## config.mk

```make
export PLATFORM = sky130hd
export DESIGN_NAME = bcd_display_scan
export DESIGN_NICKNAME = d
export VERILOG_FILES = /design/src/rtl/calc_disp_pkg.sv /design/src/rtl/seg7_decode.sv /design/src/rtl/bcd_display_scan.sv
export SDC_FILE = /design/constraint.sdc
export NUM_CORES = 1
export LEC_CHECK = 0
export CAP_MARGIN = 15
export CORE_MARGIN = 10
export CORE_UTILIZATION = 40
export DETAILED_ROUTE_END_ITERATION = 10
export GPL_TIMING_DRIVEN = 0
export PLACE_DENSITY = 0.59
export SYNTH_ARGS = -nofsm -noshare
export SYNTH_HDL_FRONTEND = slang
export SYNTH_HIERARCHICAL = 1
export SYNTH_SLANG_ARGS = --single-unit
```

## constraint.sdc

```tcl
create_clock -name clk -period 4.4 [get_ports clk]
set_clock_uncertainty 0.1 [all_clocks]
set_input_delay 1.32 -clock clk [delete_from_list [all_inputs] [get_ports clk]]
set_output_delay 1.32 -clock clk [all_outputs]
set_load 0.05 [all_outputs]
```

## src/rtl/calc_disp_pkg.sv

```systemverilog
// Shared nibble codes, segment patterns and the BCD word type for the
// calculator display path.
package calc_disp_pkg;

    localparam logic [3:0] NIB_MINUS = 4'hE;
    localparam logic [3:0] NIB_BLANK = 4'hF;

    localparam logic [7:0] SEG_BLANK = 8'hFF;
    localparam logic [7:0] SEG_MINUS = 8'hBF;

    typedef logic [31:0] bcd_word_t;

endpackage

```

## src/rtl/seg7_decode.sv

```systemverilog
// Nibble to active-low segment pattern {dp,g,f,e,d,c,b,a}; dp stays dark.
module seg7_decode
    import calc_disp_pkg::*;
(
    input  logic [3:0] nib,
    output logic [7:0] seg_n
);

    always_comb begin
        seg_n = SEG_BLANK;
        unique case (nib)
            4'h0:      seg_n = 8'hC0;
            4'h1:      seg_n = 8'hF9;
            4'h2:      seg_n = 8'hA4;
            4'h3:      seg_n = 8'hB0;
            4'h4:      seg_n = 8'h99;
            4'h5:      seg_n = 8'h92;
            4'h6:      seg_n = 8'h82;
            4'h7:      seg_n = 8'hF8;
            4'h8:      seg_n = 8'h80;
            4'h9:      seg_n = 8'h90;
            NIB_MINUS: seg_n = SEG_MINUS;
            default:   seg_n = SEG_BLANK;
        endcase
    end

endmodule

```

## src/rtl/bcd_display_scan.sv

```systemverilog
// Multiplexed 8-digit seven-segment scanner for signed BCD words; loads are
// committed only at frame wrap. Define BCD_DISPLAY_LZB_EN for leading-zero
// blanking with a floating minus sign.
module bcd_display_scan
    import calc_disp_pkg::*;
#(
    parameter int SCAN_DIV = 50000
)
(
    input  logic      clk,
    input  logic      rst_n,
    input  bcd_word_t bcd_in,
    input  logic      bcd_valid,
    output logic      pending,
    output logic [7:0] an_n,
    output logic [7:0] seg_n
);

    localparam int               CNT_W   = $clog2(SCAN_DIV);
    localparam logic [CNT_W-1:0] CNT_MAX = CNT_W'(SCAN_DIV - 1);

    logic [CNT_W-1:0] cnt;
    logic [2:0]       idx;
    logic [2:0]       idx_nxt;
    bcd_word_t        shadow;
    bcd_word_t        disp;
    bcd_word_t        disp_nxt;
    logic             tick;
    logic             commit;
    logic [3:0]       nib;
    logic [7:0]       seg_d;

    function automatic bcd_word_t fmt(input bcd_word_t w);
`ifdef BCD_DISPLAY_LZB_EN
        bcd_word_t r;
        logic      lead;
        int        pos;
        r    = w;
        lead = 1'b1;
        pos  = -1;
        for (int k = 6; k >= 1; k--) begin
            if (lead && w[k*4 +: 4] == 4'h0)
                r[k*4 +: 4] = NIB_BLANK;
            else
                lead = 1'b0;
        end
        for (int k = 0; k <= 6; k++) begin
            if (r[k*4 +: 4] != NIB_BLANK)
                pos = k;
        end
        // Minus floats to just left of the most significant lit digit;
        // with nothing lit it lands in digit 0.
        if (w[31:28] == NIB_MINUS) begin
            r[31:28]          = NIB_BLANK;
            r[(pos+1)*4 +: 4] = NIB_MINUS;
        end
        return r;
`else
        return w;
`endif
    endfunction

    assign tick     = (cnt == CNT_MAX);
    assign commit   = tick && (idx == 3'd7) && pending;
    assign idx_nxt  = idx + 3'd1;
    // The digit-0 pattern on the commit edge must already see the new word.
    assign disp_nxt = commit ? fmt(shadow) : disp;
    assign nib      = disp_nxt[{idx_nxt, 2'b00} +: 4];

    seg7_decode u_dec (
        .nib   (nib),
        .seg_n (seg_d)
    );

    always_ff @(posedge clk or negedge rst_n) begin
        if (!rst_n) begin
            cnt     <= '0;
            idx     <= 3'd7;
            an_n    <= 8'hFF;
            seg_n   <= SEG_BLANK;
            shadow  <= '1;
            disp    <= '1;
            pending <= 1'b0;
        end else begin
            cnt  <= tick ? '0 : cnt + 1'b1;
            disp <= disp_nxt;
            if (tick) begin
                idx   <= idx_nxt;
                an_n  <= ~(8'b1 << idx_nxt);
                seg_n <= seg_d;
            end
            // A load on the commit edge keeps pending set for the next frame.
            if (bcd_valid) begin
                shadow  <= bcd_in;
                pending <= 1'b1;
            end else if (commit) begin
                pending <= 1'b0;
            end
        end
    end

endmodule

```

==> Yosys cells after proc, flatten, opt, wreduce, memory -nomap -nowiden <==
Memories as Yosys holds them, arrays and structs flattened. A register that Yosys moved wholly into a read port is not among the register bits.
Index checks and enable logic that the tools add are counted.
{ "word_totals": {"mem_count": 1, "romBits": 112, "ff_bits": 100, "elab_cells": 23} }
{ "op_classes": {"n_mux": 4, "n_reduce_logical": 4, "n_addsub": 2, "n_shift": 2, "bitwise_logic": 1, "n_eq_ne": 2} }
{ "memory_table": {"columns": ["memory", "depth", "word_bits", "read_ports", "rd_ports_with_merged_regs", "wr", "line", "source"], "rows": [
  ["(name not given)", 16, 7, 1, 1, 0, "seg7_decode.sv:11", "unique case (nib)"]
]} }
{ "op_table": {"columns": ["operator", "count"], "rows": [
  ["32-bit two-way mux", 1],
  ["32-bit by 6-bit indexed part select with 4-bit output", 1],
  ["16-bit by 1-bit adder with 16-bit output (second input constant)", 1],
  ["16-bit equality test (second input constant)", 1],
  ["16-bit two-way mux", 1],
  ["8-bit NOT", 1],
  ["1-bit by 3-bit << shifter with 8-bit output (first input constant)", 1],
  ["3-bit by 1-bit adder with 3-bit output (second input constant)", 1],
  ["3-bit equality test (second input constant)", 1],
  ["1-bit logical AND", 2],
  ["1-bit two-way mux", 2],
  ["2-bit nonzero test", 1],
  ["1-bit zero test", 1]
]} }

==> Depth between registers and ports, before layout <==
{ "logic_depth": {"ltp_word": 5, "ltp_mapped": 15, "mapped_depth_nobuf": 13} }

==> Cells and area by module <==
Netlist, hierarchy kept.
{ "by_module_without_submodules": {"columns": ["module", "n_inst", "cells_each", "area_per_inst_um2"], "rows": [
  ["bcd_display_scan", 1, 421, 4752.1],
  ["seg7_decode", 1, 36, 235.2]
]} }

==> Least setup slack after synthesis <==
Ideal clock, no wire load.
{ "synth_path": {"path_kind": "flip-flop to flip-flop", "from": "register idx[0]", "to": "register seg_n[0]", "path_slack_ps": 1526, "n_path_buf": 2, "path_stages_with_launch": 15, "t_arrival_ps": 2698, "required_ps": 4224, "path_cell_list": "dfstp_2 clkbuf_1 clkinv_1 clkbuf_1 ha_1 nor2b_1 o21ai_0 nand4_1 inv_1 ha_1 or2_1 a21oi_2 a31oi_1 nand2_1 nand2_1"} }
{ "synth_rtl": {"columns": ["item", "line", "source"], "rows": [
  ["start: declaration", "bcd_display_scan.sv:23", "logic [2:0] idx;"],
  ["start signal: assignment", "bcd_display_scan.sv:88", "idx <= idx_nxt;"],
  ["3-bit by 1-bit adder with 3-bit output", "bcd_display_scan.sv:65", "assign idx_nxt = idx + 3'd1;"],
  ["named net idx_nxt[0]", "bcd_display_scan.sv:24", "logic [2:0] idx_nxt;"],
  ["32-bit by 6-bit indexed part select with 4-bit output", "bcd_display_scan.sv:68", "assign nib = disp_nxt[{idx_nxt, 2'b00} +: 4];"],
  ["named net nib[1]", "bcd_display_scan.sv:30", "logic [3:0] nib;"],
  ["end: declaration", "bcd_display_scan.sv:16", "output logic [7:0] seg_n"]
]} }
The timed path passes the listed nets, and every way through them passes these cells.
A chain may end at the register's enable or synchronous reset.

==> Worst setup path after layout <==
Same ends and word-level chain as after synthesis.

==> results.txt <==
----------------------------------------------------
[Synthesis]
  Post-synthesis xor/xnor area fraction ... 2.46%
  Top flip-flop cell by instance count after synthesis ... sky130_fd_sc_hd__dfstp_2
  Fraction of registers with async set/reset ... 100%
  Compound-cell area share of the yosys netlist ... 9.66%
  Post-synthesis area per instance ... 10.9 um^2
  Top area cells in the synthesized netlist ... sky130_fd_sc_hd__dfstp_2, sky130_fd_sc_hd__dfrtp_1, sky130_fd_sc_hd__mux2_2
  Proportion of synthesized area in mux cells ... 14.5%
  Post-Synth Adder-Cell Area ... 3.01%
  Most instantiated library cell after synthesis ... sky130_fd_sc_hd__nand2_1
  Share of synthesized cell area in and, or, nand and nor gates ... 13.9%
  Number of enable flip-flop cells after synthesis ... 0
  Most area-hungry cell type in the Yosys netlist ... sky130_fd_sc_hd__dfstp_2
  Distinct cell type count of the synthesized netlist ... 42
  Portion of the post-synthesis area used by sequential elements ... 52.3%
  Share of the synthesized area in the top cell type ... 43.7%
  Post-Syn Nets ... 504
  Top cells by count, synth ... sky130_fd_sc_hd__nand2_1, sky130_fd_sc_hd__dfstp_2, sky130_fd_sc_hd__mux2_2, sky130_fd_sc_hd__mux2_1, sky130_fd_sc_hd__o21ai_0
  Combinational family with the most area after synthesis ... multiplexers
  Post-synthesis instance area ... 4990 um^2
  #FFs+latches synth ... 100
  Synthesized netlist cell count ... 457
  Warnings, synthesis ... 6

[STA]
  Worst Max-Slew Pin Slew ... 0.696 ns
  RSZ-0062 raised after global routing ... no
  Total Negative Setup Slacks ... 0 ns
  Relative slew margins ... 53.6%
  Setup Viol. Count Final ... 0
  Maximum achievable frequency ... 264 MHz
  Final Worst Setup Slack ... 0.613 ns
  Fin crit period ... 3.79 ns
  Final Hold Vio Count ... 0
  Final max-slew violation count ... 0
  Share of the clock period used by the worst path after layout ... 86.1%

[Pwr]
  Leakage power figure ... 2.49 nW
  Worst-case vdd ir drop ... 133 uV
  Pwr/cell area ... 314 nW/um^2

[Drt]
  Via count ... 3502
  Detail-routed net length per standard cell ... 16.1 um
  Remaining design rule violation count ... 0
  First drt pass iteration count ... 4
  Via density per instance ... 5.06
  Post-DRT Antenna Nets ... 0
  1st-iter DRT viols ... 170
  Total length of routed wires ... 11100 um

[Floorplanning]
  Placement row count ... 40
  Die Ht ... 132 um
  Placeable core area ... 12100 um^2
  Die W ... 132 um
  Die Outline Area ... 17300 um^2
  Ports ... 52
  Initial core utilization ... 41.2%

[Outcome]
  Run status ... completed

[Global routing]
  Aggregate global-route resource usage ... 13.4%
  GR Overflow Total ... 0
  Largest net degree at the start of global routing ... 74
  Number of global-route vias before repair ... 3750
  Number of antenna violations at the first check in global routing ... 0
  Wire length of the first global-routing pass ... 19200 um

[Setup path]
  Cell with the largest stage delay on the worst path ... sky130_fd_sc_hd__dfstp_2
  Critical Path Source Type ... flip-flop
  Arrival @ worst endpoint ... 3.97 ns
  Worst EP required ... 4.58 ns
  Worst stage delay on the critical path ... 0.55 ns
  Launching point of the worst reg2reg path ... idx[0]$_DFFE_PN1N_
  Worst reg-to-reg setup slack ... 0.61 ns
  Worst r2r dst ... seg_n[0]$_DFFE_PN1N_
  Chain of cells forming the critical path ... clkbuf_1, clkinv_1, clkbuf_1, ha_1, nor2b_1, o21ai_0, nand4_1, inv_1, ha_1, or2_1, a21oi_2, a31oi_1, nand2_1, nand2_1
  Maximum fanout along the worst path ... 11
  Path type of the worst setup path ... reg -> reg
  Kind of capture point of the worst setup path ... flip-flop
  Worst reg-to-reg path cell count ... 14

[Placed design]
  Placer congestion estimate ... 0.901
  DP HPWL ... 8230 um
  Count of input and output buffers ... 50
  Area after DPL ... 5720 um^2
  Pre-CTS setup slack ... 0.705 ns

[Final layout]
  Final-stage net count ... 566
  Cell area after layout ... 6020 um^2
  Number of fill cells in the layout ... 1135
  Layout overhead on the synthesized area ... 20.7%
  Antenna cells ... 0
  Fraction of layout instances using a drive strength above 1 ... 29.4%

[Clock tree]
  CTS H-Tree Depth ... 3
  Clock tree root driver cell ... sky130_fd_sc_hd__clkbuf_16
  Number of hold buffers added after CTS ... 0
  CTS buffer count ... 9
  CTS tree ... yes
  Clock transition at the registers of the reported paths ... 0.06 ns
  Post-CTS sizing ... 0
  Bufs on Longest Clock Path ... 2
  Clock latency at the later pin of the worst-skew pair ... 0.35 ns
  Number of buffers inserted to repair setup after CTS ... 0
  Clock sinks ... 100

[Worst hold path]
  Hold Path Origin ... cnt[0]$_DFF_PN0_
  Worst hold path endpoint ... cnt[0]$_DFF_PN0_
  Worst Hold Depth ... 1
  Hold Path Class ... reg -> reg

[Job]
  Total of max-cap violations ... 0

----------------------------------------------------
==> stage by stage <==
| step | power, mW | util (%) | cells | hold WS (ns) |
|---|---|---|---|---|
| floorplan | 1.05 | - | 457 | 0.323 |
| global placement | 1.11 | 47.0 | 675 | 0.337 |
| detailed placement | 1.12 | 47.3 | 676 | 0.345 |
| CTS | 1.93 | 49.7 | 692 | 0.354 |
| global route | 1.97 | 49.7 | 692 | 0.377 |
| finish | 1.89 | 49.7 | 692 | 0.348 |
==> layer usage <==
metal / global-route usage, % / up-vias / part of all wire [%]
met3: 3.16 / 11 / 4.0
met5: 0 / - / 0
met1: 16.4 / 1720 / 45
met4: 6.86 / 0 / 1.5
li1: - / 1702 / -
met2: 21.6 / 69 / 49
==> worst max-delay path: cells and delay by family, from the launching register on <==
kind,cells,cell delay (ns)
flip-flops,1,0.55
adder cells (fa/ha/maj),2,0.69
buffers and inverters,4,1.03
AND/OR/NAND/NOR,5,0.93
AO/OA/AOI/OAI,3,0.41
==> registers in the layout (all words and copies together), names as in the netlist <==
register and count:
an_n 8, idx 3, pending 1, cnt 16, seg_n 8, shadow 32
disp 32
==> how the worst max path moves through the flow <==
stage / start / end / cells past startpoint
floorplan: idx[0]$_DFFE_PN1N_ / seg_n[0]$_DFFE_PN1N_ / 14
global placement: rst_n / cnt[3]$_DFF_PN0_ / 1
detailed placement: idx[0]$_DFFE_PN1N_ / seg_n[0]$_DFFE_PN1N_ / 14
CTS: idx[0]$_DFFE_PN1N_ / seg_n[0]$_DFFE_PN1N_ / 14
global route: idx[0]$_DFFE_PN1N_ / seg_n[0]$_DFFE_PN1N_ / 14
finish: idx[0]$_DFFE_PN1N_ / seg_n[0]$_DFFE_PN1N_ / 14
==> power by group <==
group	switching [mW]	internal, mW
Sequential	0.0264	0.975
Combinational	0.0400	0.0581
Clock	0.317	0.473
==> cells in the final DEF (no fill, tap or decap), types with 2 or more instances in the layout <==
cell type,count
sky130_fd_sc_hd__a31oi_1,8
sky130_fd_sc_hd__clkbuf_1,17
sky130_fd_sc_hd__buf_4,4
sky130_fd_sc_hd__clkdlybuf4s50_1,49
sky130_fd_sc_hd__a211oi_1,16
sky130_fd_sc_hd__clkbuf_8,2
sky130_fd_sc_hd__clkbuf_16,9
sky130_fd_sc_hd__inv_1,10
sky130_fd_sc_hd__and2_1,4
sky130_fd_sc_hd__dfstp_2,83
sky130_fd_sc_hd__o21ai_1,4
sky130_fd_sc_hd__ha_1,12
sky130_fd_sc_hd__nand4_1,7
sky130_fd_sc_hd__nand3_1,5
sky130_fd_sc_hd__mux2_1,30
sky130_fd_sc_hd__o21ai_0,25
sky130_fd_sc_hd__xnor2_1,8
sky130_fd_sc_hd__nand2_1,101
sky130_fd_sc_hd__nor2_1,18
sky130_fd_sc_hd__a22oi_1,16
sky130_fd_sc_hd__a21oi_1,3
sky130_fd_sc_hd__xor2_1,6
sky130_fd_sc_hd__and4bb_2,2
sky130_fd_sc_hd__mux2_2,34
sky130_fd_sc_hd__buf_2,8
sky130_fd_sc_hd__dfrtp_1,17
sky130_fd_sc_hd__buf_6,5
sky130_fd_sc_hd__a21o_1,2
==> layout make-up <==
class | instances | area (um^2) | area share (%)
Timing Repair Buffer | 51 | 526 | 8.73
Clock buffer | 15 | 268 | 4.45
Tap cell | 168 | 210 | 3.49
Sequential cell | 100 | 2610 | 43.3
Inverter | 11 | 41.3 | 0.686
Buffer | 29 | 168 | 2.78
Clock inverter | 1 | 30.0 | 0.499
Multi-Input combinational cell | 317 | 2170 | 36.1
==> kinds of logic after synthesis <==
family	count (synthesis)
compound gates	76
xor+xnor	14
fa+ha+maj	12
buf+inv	40
flops	100
mux	64
other cells	1
simple gates	150
No activity file was read; power rests on OpenSTA's default activity.
